**config.mk**
```make
export PLATFORM = sky130hd
export DESIGN_NAME = seg7_scan_ctrl_flat
export DESIGN_NICKNAME = d
export VERILOG_FILES = /design/src/rtl/seg7_scan_ctrl_pkg.sv /design/src/rtl/seg7_scan_ctrl_if.sv /design/src/rtl/seg7_hex_decode.sv /design/src/rtl/seg7_scan_ctrl.sv /design/src/flat_wrapper.sv
export SDC_FILE = /design/constraint.sdc
export NUM_CORES = 1
export LEC_CHECK = 0
export BUFFER_PORTS_ARGS = -buffer_cell sky130_fd_sc_hd__buf_2
export CORE_MARGIN = 4
export CORE_UTILIZATION = 45
export DETAILED_ROUTE_END_ITERATION = 8
export GPL_ROUTABILITY_DRIVEN = 0
export PLACE_DENSITY = 0.67
export SYNTH_ARGS = -nofsm -noshare
export SYNTH_HDL_FRONTEND = slang
export SYNTH_SLANG_ARGS = --single-unit
```
**constraint.sdc**
```tcl
create_clock -name clk -period 2 [get_ports clk]
set_input_delay 0.2 -clock clk [delete_from_list [all_inputs] [get_ports clk]]
set_output_delay 0.2 -clock clk [all_outputs]
set_load 0.01 [all_outputs]
```
**src/rtl/seg7_scan_ctrl_pkg.sv**
```systemverilog
// seg7_scan_ctrl_pkg: shared segment codes and scan FSM state encodings
package seg7_scan_ctrl_pkg;
  typedef enum logic [1:0] {ST_IDLE, ST_BLANK, ST_SHOW} state_t;
  localparam logic [7:0] SEG_BLANK = 8'hFF;
  localparam logic [7:0] HEX_SEG [16] = '{
    8'hC0, 8'hF9, 8'hA4, 8'hB0, 8'h99, 8'h92, 8'h82, 8'hF8,
    8'h80, 8'h90, 8'h88, 8'h83, 8'hC6, 8'hA1, 8'h86, 8'h8E
  };
endpackage

```
**src/rtl/seg7_scan_ctrl_if.sv**
```systemverilog
// seg7_scan_ctrl_if: digit data in, multiplexed segment/digit pins out
interface seg7_scan_ctrl_if #(parameter int NUM_DIGITS = 4);
  logic                    enable;
  logic [4*NUM_DIGITS-1:0] digits_in;
  logic [NUM_DIGITS-1:0]   dp_in;
  logic [NUM_DIGITS-1:0]   blank_mask;
  logic [7:0]              seg;
  logic [NUM_DIGITS-1:0]   dig_en;
  logic                    frame_done;
  modport master (output enable, digits_in, dp_in, blank_mask, input seg, dig_en, frame_done);
  modport slave  (input enable, digits_in, dp_in, blank_mask, output seg, dig_en, frame_done);
endinterface

```
**src/rtl/seg7_hex_decode.sv**
```systemverilog
// seg7_hex_decode: hex nibble to active-low segments, dp held off
module seg7_hex_decode
  import seg7_scan_ctrl_pkg::*;
(
  input  logic [3:0] i_hex,
  output logic [7:0] o_seg
);
  assign o_seg = HEX_SEG[i_hex] | 8'h80;
endmodule

```
**src/rtl/seg7_scan_ctrl.sv**
```systemverilog
// seg7_scan_ctrl: round-robin 7-segment scanner with blank gap and per-frame snapshot
module seg7_scan_ctrl
  import seg7_scan_ctrl_pkg::*;
#(
  parameter int NUM_DIGITS   = 4,
  parameter int TICK_DIV     = 50000,
  parameter int BLANK_CYCLES = 16
) (
  input logic             clk,
  input logic             rst,
  seg7_scan_ctrl_if.slave bus
);
  localparam int IW = NUM_DIGITS > 1 ? $clog2(NUM_DIGITS) : 1;
  localparam int CW = $clog2(TICK_DIV);
  localparam logic [CW-1:0] CNT_LAST = CW'(TICK_DIV - 1);
  localparam logic [CW-1:0] BLK_LAST = CW'(BLANK_CYCLES - 1);
  localparam logic [IW-1:0] IDX_LAST = IW'(NUM_DIGITS - 1);
  state_t                  r_state;
  logic [CW-1:0]           r_cnt;
  logic [IW-1:0]           r_idx;
  logic [4*NUM_DIGITS-1:0] r_digits;
  logic [NUM_DIGITS-1:0]   r_dp;
  logic [NUM_DIGITS-1:0]   r_mask;
  logic [7:0]              r_seg;
  logic [NUM_DIGITS-1:0]   r_dig;
  logic                    r_fd;
  logic [7:0]              w_dec;
  logic [7:0]              w_seg;
  logic [NUM_DIGITS-1:0]   w_dig;
  seg7_hex_decode u_dec (.i_hex(r_digits[4*r_idx +: 4]), .o_seg(w_dec));
  assign w_seg = r_mask[r_idx] ? SEG_BLANK : {~r_dp[r_idx], 7'h7F} & w_dec;
  assign w_dig = r_mask[r_idx] ? '1 : ~(NUM_DIGITS'(1) << r_idx);
  assign bus.seg        = r_seg;
  assign bus.dig_en     = r_dig;
  assign bus.frame_done = r_fd;
  always_ff @(posedge clk or posedge rst) begin
    if (rst) begin
      r_state  <= ST_IDLE;
      r_cnt    <= '0;
      r_idx    <= '0;
      r_digits <= '0;
      r_dp     <= '0;
      r_mask   <= '0;
      r_seg    <= SEG_BLANK;
      r_dig    <= '1;
      r_fd     <= 1'b0;
    end else begin
      r_fd <= 1'b0;
      if (!bus.enable) begin
        r_state <= ST_IDLE;
        r_seg   <= SEG_BLANK;
        r_dig   <= '1;
      end else if (r_state == ST_IDLE) begin
        r_state  <= ST_BLANK;
        r_cnt    <= '0;
        r_idx    <= '0;
        r_digits <= bus.digits_in;
        r_dp     <= bus.dp_in;
        r_mask   <= bus.blank_mask;
      end else if (r_cnt == CNT_LAST) begin
        r_state <= ST_BLANK;
        r_cnt   <= '0;
        r_seg   <= SEG_BLANK;
        r_dig   <= '1;
        if (r_idx == IDX_LAST) begin
          r_idx    <= '0;
          r_fd     <= 1'b1;
          r_digits <= bus.digits_in;
          r_dp     <= bus.dp_in;
          r_mask   <= bus.blank_mask;
        end else begin
          r_idx <= r_idx + 1'b1;
        end
      end else begin
        r_cnt <= r_cnt + 1'b1;
        // shadow and idx are stable for the whole slot, so latch outputs once on entry
        if (r_state == ST_BLANK && r_cnt == BLK_LAST) begin
          r_state <= ST_SHOW;
          r_seg   <= w_seg;
          r_dig   <= w_dig;
        end
      end
    end
  end
endmodule

```
**src/flat_wrapper.sv**
```systemverilog
// flat-port wrapper written by rule: the top's interface ports become plain ports
module seg7_scan_ctrl_flat import seg7_scan_ctrl_pkg::*;
#(
  parameter int NUM_DIGITS   = 4,
  parameter int TICK_DIV     = 50000,
  parameter int BLANK_CYCLES = 16
)
  (clk, rst, bus_enable, bus_digits_in, bus_dp_in, bus_blank_mask, bus_seg, bus_dig_en, bus_frame_done);
  seg7_scan_ctrl_if #(.NUM_DIGITS(NUM_DIGITS)) bus_i ();
  input logic clk;
  input logic rst;
  input wire logic [$bits(bus_i.enable)-1:0] bus_enable;
  input wire logic [$bits(bus_i.digits_in)-1:0] bus_digits_in;
  input wire logic [$bits(bus_i.dp_in)-1:0] bus_dp_in;
  input wire logic [$bits(bus_i.blank_mask)-1:0] bus_blank_mask;
  output wire logic [$bits(bus_i.seg)-1:0] bus_seg;
  output wire logic [$bits(bus_i.dig_en)-1:0] bus_dig_en;
  output wire logic [$bits(bus_i.frame_done)-1:0] bus_frame_done;
  assign bus_i.enable = bus_enable;
  assign bus_i.digits_in = bus_digits_in;
  assign bus_i.dp_in = bus_dp_in;
  assign bus_i.blank_mask = bus_blank_mask;
  assign bus_seg = bus_i.seg;
  assign bus_dig_en = bus_i.dig_en;
  assign bus_frame_done = bus_i.frame_done;
  seg7_scan_ctrl #(.NUM_DIGITS(NUM_DIGITS), .TICK_DIV(TICK_DIV), .BLANK_CYCLES(BLANK_CYCLES)) u_core (.clk(clk), .rst(rst), .bus(bus_i));
endmodule
```
==> results of run 1 <==
layer usage:
layer  global-route usage  up-vias
met2               0.2698       54
li1                     -     1072
met4              0.06030        0
met5                    0        -
met3              0.04474        7
met1               0.2212     1094
flip-flops by register name, indices dropped and copies added (netlist names):
| register | flops |
|---|---|
| u_core.r_dp | 4 |
| u_core.r_cnt | 16 |
| u_core.bus.dig_en | 4 |
| u_core.r_mask | 4 |
| u_core.r_digits | 16 |
| u_core.bus.frame_done | 1 |
| u_core.r_state | 2 |
| u_core.r_idx | 2 |
| u_core.bus.seg | 8 |
cells by family (layout without fill, tap and decap cells):
kind of cell / after synthesis / after routing / synth area share
compound gates: 49 / 49 / 0.1154
xor+xnor: 10 / 10 / 0.02805
fa+ha+maj: 11 / 11 / 0.04409
buf+inv: 28 / 93 / 0.05050
flops: 57 / 57 / 0.4617
mux: 37 / 37 / 0.1780
simple gates: 61 / 61 / 0.1222
placed cells by master (no fill, tap or decap), types with 3 or more instances in the layout:
cell type  count
nand2_1        9
mux2_4        20
buf_4         25
mux2i_1        3
nor2_1        12
a21o_1         3
xnor2_1        4
or3_1          3
mux4_2         6
mux2_2         8
a311oi_1      12
dfrtp_1       44
a31oi_1       10
buf_2         39
inv_1          8
dfstp_2       12
xor2_1         6
a21oi_1        7
ha_1          11
clkbuf_8      11
or4_1          3
nand3_1        7
a41oi_1        3
o21ai_0        3
nand4_1        5
layout make-up:
| cell class | count | area (um2) |
|---|---|---|
| Inverter | 10 | 37.54 |
| Multi-Input combinational cell | 168 | 1523 |
| Clock buffer | 13 | 158.9 |
| Fill cell | 582 | 3022 |
| Timing Repair Buffer | 67 | 432.9 |
| Clock inverter | 3 | 40.04 |
| Sequential cell | 57 | 1443 |
| Tap cell | 80 | 100.1 |
path summary, 6_finish.rpt:
check | start | to | slack (ns) | depth (start not counted)
min | bus_dp_in[2] | u_core.r_dp[2]$_DFFE_PP0P_ | 0.09 | 2
max | u_core.r_idx[0]$_DFFE_PP0P_ | u_core.bus.seg[0]$_DFFE_PP1P_ | 0.09 | 6
min reg2reg | u_core.r_mask[3]$_DFFE_PP0P_ | u_core.r_mask[3]$_DFFE_PP0P_ | 0.51 | 1
max reg2reg | u_core.r_idx[0]$_DFFE_PP0P_ | u_core.bus.seg[0]$_DFFE_PP1P_ | 0.09 | 6
max in group asynchronous | rst | u_core.bus.seg[3]$_DFFE_PP1P_ | 0.91 | 4
min in group asynchronous | rst | u_core.r_digits[3]$_DFFE_PP0P_ | 0.45 | 3
what timing repair did:
action | 4_1_cts | 5_1_grt
resized for setup | 0 | 2
hold endpoints to repair | 23 | 0
buffers inserted | 0 | 2
setup endpoints to repair | 0 | 5
hold buffers | 1 | 0
worst max-delay path: stages, from the launching register on:
cell      delay [ns]
dfrtp_2         0.44
mux4_2          0.39
inv_1           0.10
ha_1            0.23
or3b_2          0.48
o221ai_1        0.09
a31oi_1         0.11
report_power, final:
group	leakage, nW	internal, mW	switching (mW)	total, mW
Clock	0.103	0.641	0.452	1.09
Combinational	0.881	0.883	0.709	1.59
Sequential	0.692	1.54	0.218	1.76
per-stage QoR:
| step | setup WS, ns | total power [mW] | TNS, ns | hold slack, ns | utilization |
|---|---|---|---|---|---|
| 2_1_floorplan | 0.04668 | 2.914 | 0 | 0.3485 | - |
| 3_3_place_gp | 0.09620 | 3.291 | 0 | 0.2635 | 0.5194 |
| 3_5_place_dp | 0.03281 | 3.342 | 0 | 0.2685 | 0.5194 |
| 4_1_cts | 0.01676 | 4.449 | 0 | 0.08168 | 0.5504 |
| 5_1_grt | -0.0009317 | 4.697 | -0.0009317 | 0.08199 | 0.5528 |
| 6_report | 0.08904 | 4.442 | 0 | 0.09327 | 0.5528 |
==> out/results.ini, run 1 <==
[status]
status = finished clean

[placement]
portBuffers = 39
hpwl_um = 4663
dpl_cell_area_mm2 = 0.003510
dp.cells = 379

[synthesis]
yosys_most_used_dff = dfrtp_1
synth-edff-count = 0
synth_top_area_share = 0.3607
yosysSeqAreaShare = 0.4617
yosys_register_bits = 57
syn_inst = 253
synth_nets = 291
synthTopCellsByArea = dfrtp_1, dfstp_2, mux2_4
synthMostInstantiatedCell = dfrtp_1
ys_async_sr_fraction = 1.000
synth_top_area_cell = dfrtp_1
synth_common_cells = dfrtp_1, mux2_4, a311oi_1, dfstp_2, nor2_1
synth_warnings = 0
synth_cell_type_count = 51
mappedNetlistArea_mm2 = 0.003122
syn_area_per_cell_um2 = 12.34

[pwr]
p_leak_nw = 1.677
power.density_mw_per_mm2 = 1189
vdd_drop_max_mv = 0.5904

[floorplanning]
die_width_um = 91.29
die-area_mm2 = 0.008334
pin_count = 40
fp.dieH_um = 91.29
num_rows = 30
start_util = 0.4620
design.core.area_mm2 = 0.006756

[sta]
hold_viol = 0
relSlewSlack = 0.6447
fin_crit_sh = 0.9555
fin_crit_ns = 1.911
finClkSkew_ns = 0.01277
report.final.slew_viol_count = 0
max_clock_freq_mhz = 523.3
setup_viol = 0
worst_pin_slew_ns = 0.5321

[routing]
wl_met2_um = 3156
route.met3.wl_um = 301
drc = 0
ant_nets = 0
top_layer = met4
wl_met1_um = 3044
vias = 2227
first_iter_violations = 77
drt_wl_total_um = 6570
vias_per_cell = 5.595
drtPass1Iterations = 4
wire_per_inst_um = 16.51

[worst_setup_path]
worstSetupPathType = register to register
critPathArrivalTime_ns = 2.16
cp_max_fo = 5
required_ns = 2.25
worstSetupStartpointType = register
end_kind = register

[clock_tree]
numCtsBuffers = 9
cts-root-buf = clkbuf_8
cts_htree_levels = 3
cts_tree = done
clk_pin_slew_ns = 0.07
clockBufferDepth = 2
worstSkewPairLatency_ns = 0.33
cts_sinks = 57

[final_layout]
syn_to_final_growth_pct = 19.64
nets = 351
finalNonFillerCells = 398
fin_area_mm2 = 0.003735
drive_above_1_share = 0.4403
diodes = 0

[min_path]
hp-class = input port to register

[global_route]
gr-usage-all-layers = 0.1689
grt_pass1_wl_um = 11180
antenna_found_initial = 0
grt_remaining_overflow = 0
grt_max_degree = 35
grt_pass1_vias = 2246

[run]
maxCapViolations = 0

No activity file was read; power rests on OpenSTA's default activity.
==> run 2: changes to the inputs <==
ABC_AREA = 1   (was default)
==> out/results.ini, run 2 <==
[clock_tree]
numCtsBuffers = 9  ; unchanged
clockBufferDepth = 2  ; unchanged
cts_sinks = 57  ; unchanged
worstSkewPairLatency_ns = 0.35  ; was 0.33 ns
cts_tree = done  ; unchanged
cts_htree_levels = 3  ; unchanged
clk_pin_slew_ns = 0.07  ; about the same
cts-root-buf = clkbuf_8  ; unchanged
cts_setup_buffers = 0  ; unchanged

[routing]
vias = 2761  ; was 2227
wire_per_inst_um = 12.47  ; was 16.51 um
drt_wl_total_um = 7021  ; was 6570 um
ant_nets = 0  ; unchanged
first_iter_violations = 145  ; was 77
drtPass1Iterations = 4  ; unchanged
drc = 0  ; unchanged
vias_per_cell = 4.904  ; was 5.595

[final_layout]
fin_area_mm2 = 0.003687  ; was 0.003735 mm2
drive_above_1_share = 0.2056  ; was 0.4403
nets = 500  ; was 351
layout_commonest_cell = nand2_1  ; was dfrtp_1
final_cell_mix = nand2_1, nand3_1, dfrtp_1, nor2_1, buf_2  ; was dfrtp_1, buf_2, buf_4, mux2_4
postLayoutCoreUtil = 0.5427  ; was 0.5528
syn_to_final_growth_pct = 17.60  ; was 19.64%
multiInputGateArea_mm2 = 0.001476  ; was 0.001523 mm2
seq_area_mm2 = 0.001441  ; was 0.001443 mm2
n_fill_cell = 655  ; was 582
diodes = 0  ; unchanged

[floorplanning]
design.core.area_mm2 = 0.006794  ; was 0.006756 mm2
pin_count = 40  ; unchanged
fp.dieH_um = 91.48  ; was 91.29 um
num_rows = 30  ; unchanged
die-area_mm2 = 0.008368  ; was 0.008334 mm2
start_util = 0.4615  ; was 0.4620
die_width_um = 91.48  ; was 91.29 um

[synthesis]
synth_common_cells = nand2_1, nand3_1, dfrtp_1, nor2_1, inv_1  ; was dfrtp_1, mux2_4, a311oi_1, dfstp_2, nor2_1
syn_inst = 414  ; was 253
yosysSeqAreaShare = 0.4597  ; was 0.4617
synth_top_area_share = 0.3591  ; was 0.3607
yosys_most_used_dff = dfrtp_1  ; unchanged
synth_warnings = 0  ; unchanged
mappedNetlistArea_mm2 = 0.003136  ; was 0.003122 mm2
synth_nets = 452  ; was 291
ys_async_sr_fraction = 1.000  ; unchanged
synthMostInstantiatedCell = nand2_1  ; was dfrtp_1
synth_top_area_cell = dfrtp_1  ; unchanged
syn_area_per_cell_um2 = 7.574  ; was 12.34 um2
yosys_register_bits = 57  ; unchanged
synth_cell_type_count = 29  ; was 51
synth-edff-count = 0  ; unchanged
synthTopCellsByArea = dfrtp_1, nand2_1, dfstp_2  ; was dfrtp_1, dfstp_2, mux2_4

[sta]
relSlewSlack = 0.6017  ; was 0.6447
max_clock_freq_mhz = 564.5  ; was 523.3 MHz
worst_pin_slew_ns = 0.5967  ; was 0.5321 ns
fin_crit_ns = 1.772  ; was 1.911 ns
finClkSkew_ns = 0.008341  ; was 0.01277 ns
setup_viol = 0  ; unchanged
fin_crit_sh = 0.8858  ; was 0.9555
rsz0062_at_grt = no
report.final.slew_viol_count = 0  ; unchanged
finalSetupTns_ns = 0  ; unchanged
hold_viol = 0  ; unchanged

[pwr]
p_leak_nw = 1.876  ; was 1.677 nW
power.density_mw_per_mm2 = 1332  ; was 1189 mW/mm2
vdd_drop_max_mv = 0.5211  ; was 0.5904 mV

[worst_setup_path]
critPathArrivalTime_ns = 2.06  ; was 2.16 ns
worstSetupPathType = register to register  ; unchanged
worstSetupStartpointType = register  ; unchanged
cp_max_fo = 24  ; was 5
required_ns = 2.29  ; was 2.25 ns
end_kind = register  ; unchanged

[run]
maxCapViolations = 0  ; unchanged

[status]
status = finished clean  ; unchanged

[min_path]
hp-class = input port to register  ; unchanged

[placement]
portBuffers = 39  ; unchanged
dpl_cell_area_mm2 = 0.003445  ; was 0.003510 mm2
hpwl_um = 5082  ; was 4663 um

[global_route]
antenna_found_initial = 0  ; unchanged
grt_pass1_wl_um = 12090  ; was 11180 um
grt_pass1_vias = 2595  ; was 2246
grt_remaining_overflow = 0  ; unchanged
gr-usage-all-layers = 0.1811  ; was 0.1689
grt_max_degree = 33  ; was 35

## run 2: power by group
part	leakage [nW]	internal (mW)	switching [mW]	total [mW]
combinational	1.05	0.699	1.19	1.89
sequential	0.711	1.56	0.245	1.80
clock	0.113	0.738	0.486	1.22
## run 2: timing repair
item	CTS	global route
gates resized for setup	0	2
endpoints found under the hold margin	13	0
endpoints found under the setup margin	0	1
hold buffers	1	0
## run 2: cell families (layout without fill, tap and decap cells)
family                     count (synthesis)  after routing  synth area share
DFF                                       57             57            0.4597
and+or+nand+nor                          271            271            0.3703
buffers and inverters                     44             97           0.07103
AOI/OAI and AO/OA                         27             27           0.04389
adders and majority gates                 11             11           0.04389
xor gates and xnor gates                   4              4           0.01118
## run 2: path summary, 6_finish.rpt
kind / end / cells after the start / start / slack, ns
hold reg to reg: u_core.bus.seg[3]$_DFFE_PP1P_ / 2 / u_core.bus.seg[3]$_DFFE_PP1P_ / 0.46
setup / recovery: u_core.r_digits[6]$_DFFE_PP0P_ / 5 / u_core.r_idx[1]$_DFFE_PP0P_ / 0.23
hold / removal: u_core.r_digits[11]$_DFFE_PP0P_ / 3 / bus_digits_in[11] / 0.08
max in group asynchronous: u_core.r_digits[13]$_DFFE_PP0P_ / 4 / rst / 0.96
min in group asynchronous: u_core.r_cnt[13]$_DFFE_PP0P_ / 3 / rst / 0.47
setup reg to reg: u_core.r_digits[6]$_DFFE_PP0P_ / 5 / u_core.r_idx[1]$_DFFE_PP0P_ / 0.23
## run 2: routing by layer
metal / global-route usage / vias to the layer above / part of all wire
li1: - / 1420 / -
met1: 0.2585 / 1258 / 0.50
met2: 0.2568 / 69 / 0.43
met3: 0.05468 / 14 / 0.055
met4: 0.06658 / 0 / 0.016
met5: 0 / - / 0
## run 2: worst max-delay path: stages, from the launching register on
cell     delay [ns]
dfrtp_1        0.50
ha_1           0.28
or2_2          0.48
nand2_4        0.28
nand2_1        0.09
nand2_1        0.06
## run 2: layout make-up
class | instances | share of cell area
clock buffer | 10 | 0.03733
multi-input combinational | 313 | 0.4004
sequential | 57 | 0.3909
inverter | 29 | 0.03088
clock inverter | 6 | 0.02443
timing repair buffer | 52 | 0.08347
tap | 96 | 0.03258
## run 2: stage by stage
| stage | cells | setup WS [ns] | hold slack, ns | total power, mW |
|---|---|---|---|---|
| final | 563 | 0.2284 | 0.07683 | 4.913 |
| after detailed placement | 546 | 0.2420 | 0.3029 | 3.667 |
| after floorplan | 414 | 0.2849 | 0.3445 | 3.142 |
| after global routing | 563 | 0.03289 | 0.07520 | 5.368 |
| after CTS | 563 | 0.2068 | 0.06239 | 4.926 |
| after global placement | 546 | 0.2681 | 0.2953 | 3.629 |
==> run 3: changes to the inputs <==
==> constraint.sdc (replaced) <==
create_clock -name clk -period 2 [get_ports clk]
set_input_delay 0.1 -clock clk [delete_from_list [all_inputs] [get_ports clk]]
set_output_delay 0.1 -clock clk [all_outputs]
set_load 0.01 [all_outputs]
==> out/results.ini, run 3 (synthesized netlist as in run 2, its figures left out) <==
[final_layout]
postLayoutCoreUtil = 0.5724  ; was 0.5427
fin_area_mm2 = 0.003889  ; was 0.003687 mm2
n_fill_cell = 635  ; was 655
drive_above_1_share = 0.1963  ; was 0.2056
syn_to_final_growth_pct = 24.02  ; was 17.60%
diodes = 0  ; unchanged
nets = 517  ; was 500
finalNonFillerCells = 580  ; was 563
layout_commonest_cell = nand2_1  ; unchanged
final_cell_mix = nand2_1, nand3_1, dfrtp_1, nor2_1, buf_2  ; unchanged

[global_route]
antenna_found_initial = 0  ; unchanged
grt_pass1_vias = 2793  ; was 2595
grt_pass1_wl_um = 12500  ; was 12090 um
grt_remaining_overflow = 0  ; unchanged
gr-usage-all-layers = 0.1834  ; was 0.1811
grt_max_degree = 34  ; was 33

[run]
maxCapViolations = 0  ; unchanged

[pwr]
total_power_mw = 5.022  ; was 4.913 mW
p_leak_nw = 1.943  ; was 1.876 nW
power_switching_mw = 1.918  ; was 1.919 mW
share_comb_of_total_power = 0.379  ; was 0.384
intPower_mw = 3.104  ; was 2.994 mW
power.density_mw_per_mm2 = 1291  ; was 1332 mW/mm2
seqPwrFrac = 0.359  ; was 0.367
swShare = 0.3819  ; was 0.3906
clockPowerShare = 0.262  ; was 0.249
vdd_drop_max_mv = 0.6676  ; was 0.5211 mV

[routing]
drtPass1Iterations = 4  ; unchanged
vias_per_cell = 4.957  ; was 4.904
drc = 0  ; unchanged
drt_wl_total_um = 7032  ; was 7021 um
ant_nets = 0  ; unchanged
vias = 2875  ; was 2761
first_iter_violations = 90  ; was 145
wire_per_inst_um = 12.12  ; was 12.47 um

[sta]
setup_viol = 0  ; unchanged
timing.final.ws_setup_ns = 0.1520  ; was 0.2284 ns
fin_crit_ns = 1.848  ; was 1.772 ns
finClkSkew_ns = 0.01020  ; was 0.008341 ns
finalSetupTns_ns = 0  ; unchanged
report.final.slew_viol_count = 0  ; unchanged
rsz0062_at_grt = no  ; unchanged
max_clock_freq_mhz = 541.1  ; was 564.5 MHz
fin_hold_ws_ns = 0.006338  ; was 0.07683 ns
relSlewSlack = 0.6278  ; was 0.6017
fin_crit_sh = 0.9240  ; was 0.8858
hold_viol = 0  ; unchanged
worst_pin_slew_ns = 0.5576  ; was 0.5967 ns

[clock_tree]
clockBufferDepth = 2  ; unchanged
worstSkewPairLatency_ns = 0.35  ; about the same
cts_sinks = 57  ; unchanged
clk_pin_slew_ns = 0.08  ; was 0.07 ns
cts-root-buf = clkbuf_8  ; unchanged
cts_tree = done  ; unchanged
numCtsBuffers = 9  ; unchanged
cts_htree_levels = 3  ; unchanged

[placement]
dpl_cell_area_mm2 = 0.003430  ; was 0.003445 mm2
portBuffers = 39  ; unchanged
dp_slack_ns = 0.1685  ; was 0.2420 ns
dp.cells = 544  ; was 546
hpwl_um = 4927  ; was 5082 um

[floorplanning]
start_util = 0.4615  ; unchanged
die_width_um = 91.48  ; unchanged
num_rows = 30  ; unchanged
pin_count = 40  ; unchanged
die-area_mm2 = 0.008368  ; unchanged
fp.dieH_um = 91.48  ; unchanged
design.core.area_mm2 = 0.006794  ; unchanged

[worst_setup_path]
critical_path.cell_chain = ha_1, nand3_1, nor2_1, nand2_2, nand2_2, nand2_4, clkinv_4, buf_4, nand3_1, nand2_1  ; was ha_1, or2_2, nand2_4, nand2_1, nand2_1
required_ns = 2.23  ; was 2.29 ns
critPathMaxStageDelay_ns = 0.40  ; was 0.50 ns
worstSetupStartpointType = register  ; unchanged
end_kind = register  ; unchanged
cp_max_fo = 23  ; was 24
worstSetupPathType = register to register  ; unchanged
cpMaxStageDelayCell = dfrtp_1  ; unchanged
critPathArrivalTime_ns = 2.08  ; was 2.06 ns

[status]
status = finished clean  ; unchanged

[min_path]
hp-class = input port to register  ; unchanged

[run 3: changes by cell type in the layout (fill, tap and decap cells not counted)]
| cell | change |
|---|---|
| buf_4 | -2 |
| bufinv_16 | +1 |
| clkbuf_8 | -1 |
| clkinvlp_4 | +1 |
| dlygate4sd3_1 | +19 |
| inv_6 | -1 |
| nand2_1 | -1 |
| nand2_2 | +1 |
| nand2_4 | -1 |
| nand2_8 | +1 |
[run 3: critical path, delay by kind of cell, from the launching register on]
family / cells / cell delay [ns]
AND/OR/NAND/NOR: 7 / 0.69
adder cells (fa/ha/maj): 1 / 0.23
flip-flops: 1 / 0.40
buffers and inverters: 2 / 0.40
[run 3: final timing paths]
kind | from | endpoint | slack, ns | cells after the start
worst min-delay path | bus_digits_in[1] | u_core.r_digits[1]$_DFFE_PP0P_ | 0.006 | 3
worst max register to register | u_core.r_cnt[0]$_DFFE_PP0P_ | u_core.r_digits[11]$_DFFE_PP0P_ | 0.15 | 10
worst min register to register | u_core.bus.dig_en[1]$_DFFE_PP1P_ | u_core.bus.dig_en[1]$_DFFE_PP1P_ | 0.46 | 2
max in group asynchronous | rst | u_core.r_cnt[9]$_DFFE_PP0P_ | 1.08 | 4
min in group asynchronous | rst | u_core.r_cnt[5]$_DFFE_PP0P_ | 0.35 | 3
worst max-delay path | u_core.r_cnt[0]$_DFFE_PP0P_ | u_core.r_digits[11]$_DFFE_PP0P_ | 0.15 | 10
[run 3: metal layers]
metal  part of all wire  GRT usage  wire (um)
met4              0.020    0.07035        141
met1               0.51     0.2557       3564
met2               0.43     0.2751       3010
met5                  0          0          0
met3              0.045    0.04308        315
[run 3: power groups by stage]
stage | sequential [mW] | clock [mW] | combinational, mW
after floorplan | 1.78 | 0 | 1.36
after global placement | 1.81 | 0 | 1.80
after detailed placement | 1.82 | 0 | 1.83
after CTS | 1.80 | 1.34 | 1.87
after global routing | 1.86 | 1.40 | 2.22
final | 1.80 | 1.32 | 1.90
[run 3: area by class of cell]
class	count	area (um2)	area share
flip-flops and latches	57	1441	0.3707
multi-input cells	313	1488	0.3826
clock buffers	9	123.9	0.03185
clock inverters	7	118.9	0.03057
well taps	96	120.1	0.03089
inverters	29	113.9	0.02928
repair buffers	69	483.0	0.1242
[run 3: repair_timing]
item	CTS	global route
gates resized for setup	0	4
endpoints found under the setup margin	0	16
endpoints found under the hold margin	31	0
hold buffers	20	0
setup buffers	0	0
